===== src/rtl/twos_to_signmag.sv =====
// Bit-serial two's-complement to sign-magnitude converter with valid/ready handshakes.
// The magnitude is built LSB first using the copy-to-first-one-then-invert rule.
module twos_to_signmag #(
    parameter int unsigned WIDTH = 8
) (
    input  logic             clk,
    input  logic             rst,
    input  logic             in_valid,
    output logic             in_ready,
    input  logic [WIDTH-1:0] a,
    output logic             out_valid,
    input  logic             out_ready,
    output logic             sign,
    output logic [WIDTH-1:0] mag,
    output logic             ovfl
);

    localparam int unsigned CntW = (WIDTH > 2) ? $clog2(WIDTH) : 1;

    typedef enum logic [1:0] {StIdle, StShift, StDone} state_e;

    state_e           state_q, state_d;
    logic [WIDTH-1:0] opnd_q, opnd_d;
    logic [WIDTH-2:0] acc_q, acc_d;
    logic [WIDTH-1:0] mag_q, mag_d;
    logic [CntW-1:0]  cnt_q, cnt_d;
    logic             seen_q, seen_d;
    logic             sign_r_q, sign_r_d;
    logic             sign_q, sign_d;
    logic             ovfl_q, ovfl_d;
    logic             out_valid_q, out_valid_d;
    logic             out_bit;
    logic             last_bit;
    logic [WIDTH-1:0] acc_next;

    always_ff @(posedge clk) begin
        if (rst) begin
            state_q     <= StIdle;
            opnd_q      <= '0;
            acc_q       <= '0;
            mag_q       <= '0;
            cnt_q       <= '0;
            seen_q      <= 1'b0;
            sign_r_q    <= 1'b0;
            sign_q      <= 1'b0;
            ovfl_q      <= 1'b0;
            out_valid_q <= 1'b0;
        end else begin
            state_q     <= state_d;
            opnd_q      <= opnd_d;
            acc_q       <= acc_d;
            mag_q       <= mag_d;
            cnt_q       <= cnt_d;
            seen_q      <= seen_d;
            sign_r_q    <= sign_r_d;
            sign_q      <= sign_d;
            ovfl_q      <= ovfl_d;
            out_valid_q <= out_valid_d;
        end
    end

    assign last_bit = (cnt_q == CntW'(WIDTH - 1));

    always_comb begin
        state_d = state_q;
        unique case (state_q)
            StIdle:  if (in_valid) state_d = StShift;
            StShift: if (last_bit) state_d = StDone;
            StDone:  if (out_ready) state_d = StIdle;
            default: state_d = StIdle;
        endcase
    end

    always_comb begin
        opnd_d      = opnd_q;
        acc_d       = acc_q;
        mag_d       = mag_q;
        cnt_d       = cnt_q;
        seen_d      = seen_q;
        sign_r_d    = sign_r_q;
        sign_d      = sign_q;
        ovfl_d      = ovfl_q;
        out_valid_d = out_valid_q;
        // Negative: bits up to and including the first one pass through, the rest invert.
        out_bit     = (sign_r_q && seen_q) ? ~opnd_q[0] : opnd_q[0];
        acc_next    = {out_bit, acc_q};
        unique case (state_q)
            StIdle: begin
                if (in_valid) begin
                    opnd_d   = a;
                    sign_r_d = a[WIDTH-1];
                    seen_d   = 1'b0;
                    cnt_d    = '0;
                end
            end
            StShift: begin
                opnd_d = {1'b0, opnd_q[WIDTH-1:1]};
                acc_d  = acc_next[WIDTH-1:1];
                seen_d = seen_q | opnd_q[0];
                cnt_d  = cnt_q + CntW'(1);
                if (last_bit) begin
                    mag_d       = acc_next;
                    sign_d      = sign_r_q;
                    ovfl_d      = sign_r_q & out_bit;
                    out_valid_d = 1'b1;
                end
            end
            StDone: begin
                if (out_ready) out_valid_d = 1'b0;
            end
            default: ;
        endcase
    end

    always_comb begin
        in_ready  = (state_q == StIdle);
        out_valid = out_valid_q;
        sign      = sign_q;
        mag       = mag_q;
        ovfl      = ovfl_q;
    end

endmodule


===== config.mk =====
export PLATFORM = sky130hd
export DESIGN_NAME = twos_to_signmag
export DESIGN_NICKNAME = d
export VERILOG_FILES = /design/src/rtl/twos_to_signmag.sv
export SDC_FILE = /design/constraint.sdc
export NUM_CORES = 1
export LEC_CHECK = 0
export CAP_MARGIN = 10
export CORE_UTILIZATION = 30
export CTS_CLUSTER_SIZE = 28
export DETAILED_ROUTE_END_ITERATION = 6
export PLACE_DENSITY = 0.5
export SLEW_MARGIN = 10
export SYNTH_ARGS = -nofsm -noshare
export SYNTH_HDL_FRONTEND = slang
export SYNTH_SLANG_ARGS = --single-unit
export TNS_END_PERCENT = 20

===== constraint.sdc =====
create_clock -name clk -period 4.1 [get_ports clk]
set_input_delay 0.41 -clock clk [delete_from_list [all_inputs] [get_ports clk]]
set_output_delay 0.41 -clock clk [all_outputs]
set_load 0.02 [all_outputs]

==> results.cfg <==
[status]
run_status = completed

[global_routing]
antenna_found_initial = 0
grt_use_total_pct = 12.3
grtUsageMet1_pct = 12.8
overflow = 0
grt_max_degree = 34
met2_usage_pct = 21.6
grt_busiest_layer = met2
met3_usage_pct = 4.00
grt_pass1_wl_mm = 4.11
first_global_vias = 961

[timing]
finalSetupTns_ns = 0
rsz0062_at_grt = no
period_share_pct = 44.1
hold_viol_final = 0
finalWorstSetupSlack_ns = 2.29
worst_pin_slew_ns = 1.19
drv_slew = 0
whs_ns = 0.453
clock_skew_ns = 0.00609
slew_headroom_pct = 20.4
min_period_ns = 1.81
setup_viol = 0
max_freq_ghz = 0.553

[clocking]
cts-resized-gates = 0
clkSlewWorstSetupHoldPaths_ns = 0.07
cts_buffer_depth = 2
cts_sinks = 33
insertion_delay_ns = 0.28
hold_buffers = 0
cts_made_buffers = 5
post_cts_buffers = 0
clockRootBuffer = clkbuf_8
htree_levels = 2
cts_tree = done

[critical_path]
cp_data_arrival_time_ns = 1.40
cpPeakStageDelay_ns = 0.60
start_kind = flip-flop
path_cells = nor2_1, clkdlybuf4s50_1
crit_type = reg2out
crit_slowest_cell = clkdlybuf4s50_1
critical_path.max_fanout = 10
end_kind = primary output
critPathRequiredTime_ns = 3.69

[cells_and_area]
drive_gt1_share_pct = 6.18
finalNetCount = 191
syn_to_final_growth_pct = 24.9
instances_no_fill = 228
diodes = 0
num-fill-cells = 449

[floorplanning]
core_mm2 = 0.00409
rows = 23
start_util_pct = 32.1
die_h_um = 68.1
fp.dieW_um = 68.1
die_area_mm2 = 0.00464
io_pins = 24

[place]
io_buffer_count = 23
place_hpwl_mm = 1.67
dp.cells = 220
dp_slack_ns = 1.99
gp_congestion = 0.660

[drt]
drt-initial-drc-count = 45
avgRoutedWirePerCell_um = 10.9
drt_wl_total_mm = 2.47
drcViolationCount = 0
post_drt_via_cell_ratio = 4.68
vias = 1067
ant_nets = 0
dr.pass1.iters = 4

[synthesis]
ys_top_cells_by_count = 34 x nand2_1, 33 x dfxtp_1, 27 x nor2_1
synthFlopType = dfxtp_1
netlist_instances = 159
async_reset_ff_share_pct = 0
synth_top_area_share_pct = 50.3
synth_most_common_cell = nand2_1
ys_ff_latch = 33
avgSynthCellArea_um2 = 8.25
synth_area_leaders = dfxtp_1 50%, nand2_1 9.7%, a21oi_1 8.4%
yosysWarningCount = 0
ys_seq_area_share_pct = 50.3
synth_edf_count = 0
syn_nets = 173
synth_cell_types = 26
syn_area_mm2 = 0.00131
synth_top_area_cell = dfxtp_1

[run]
cap_violations = 0

[pwr]
leakagePower_nw = 0.593
pwr_density_cell_mw_per_mm2 = 432
vdd_drop_max_mv = 0.163

[worst_hold_path]
hp-class = reg2reg
## flip-flops by register name (all words and copies together), names as in the netlist
signal and flops:
out_valid 1, cnt_q 3, state_q 2, sign 1, seen_q 1, opnd_q 8, sign_r_q 1, acc_q 7
ovfl 1, mag 8
## per-stage QoR
step                total power, W  util (%)  area [um2]
floorplan                 0.000390         -        1310
global placement          0.000403      37.3        1520
detailed placement        0.000405      37.3        1520
CTS                       0.000720      40.1        1640
global route              0.000742      40.1        1640
finish                    0.000709      40.1        1640
## worst paths after layout
check                           cells past startpoint                endpoint                    start  slack (ns)
worst max-delay path                                2                in_ready  state_q[1]$_SDFFE_PP0P_        2.29
worst min-delay path                                2     mag[0]$_SDFFE_PP0P_    acc_q[0]$_SDFFE_PP0N_        0.45
worst max register to register                      3  opnd_q[1]$_SDFFE_PP0P_  state_q[1]$_SDFFE_PP0P_        2.61
worst min register to register                      2     mag[0]$_SDFFE_PP0P_    acc_q[0]$_SDFFE_PP0N_        0.45
## cell type report
| class | count | area, um2 | area share (%) |
|---|---|---|---|
| flip-flops and latches | 33 | 661 | 40.3 |
| clock buffers | 7 | 86.3 | 5.27 |
| multi-input cells | 114 | 569 | 34.7 |
| clock inverters | 1 | 30.0 | 1.83 |
| well taps | 50 | 62.6 | 3.82 |
| repair buffers | 23 | 230 | 14.0 |
## critical path, delay by kind of cell, from the launching register on
family | cells | cell delay, ns
AND/OR/NAND/NOR | 1 | 0.13
buffers and inverters | 1 | 0.60
flip-flops | 1 | 0.38
## kinds of logic after synthesis
kind of cell	share of synthesized area, %
flops	50.3
xor+xnor	2.00
simple gates	27.9
fa+ha+maj	1.91
compound gates	11.5
buf+inv	6.29
## routing by layer
metal	vias up	part of all wire (%)
met4	0	1.8
met3	5	4.0
met1	485	46
li1	556	-
met2	21	48
met5	-	0
## cells in the final DEF (no fill, tap or decap)
master | synthesis | routed
nand2_1 | 34 | 34
dfxtp_1 | 33 | 33
nor2_1 | 27 | 27
clkdlybuf4s50_1 | 0 | 23
a21oi_1 | 22 | 22
nor4_1 | 7 | 7
clkbuf_8 | 0 | 6
nand2b_1 | 3 | 3
nand3_1 | 3 | 3
xor2_1 | 2 | 2
a211oi_1 | 2 | 2
nor3_1 | 2 | 2
ha_1 | 2 | 2
and3b_2 | 1 | 1
or3b_4 | 1 | 1
and2b_1 | 1 | 1
nor3b_1 | 1 | 1
nand3b_1 | 1 | 1
a2bb2oi_1 | 1 | 1
o21ba_2 | 1 | 1
xnor2_1 | 1 | 1
o21a_1 | 1 | 1
nor2_2 | 1 | 1
bufinv_16 | 0 | 1
clkbuf_1 | 4 | 1
## where the power goes
group / internal (W) / switching (W) / leakage [nW]
logic: 0.0000254 / 0.0000296 / 0.266
registers: 0.000332 / 0.00000934 / 0.269
clock network: 0.000198 / 0.000114 / 0.0585
No activity file was read; power rests on OpenSTA's default activity.
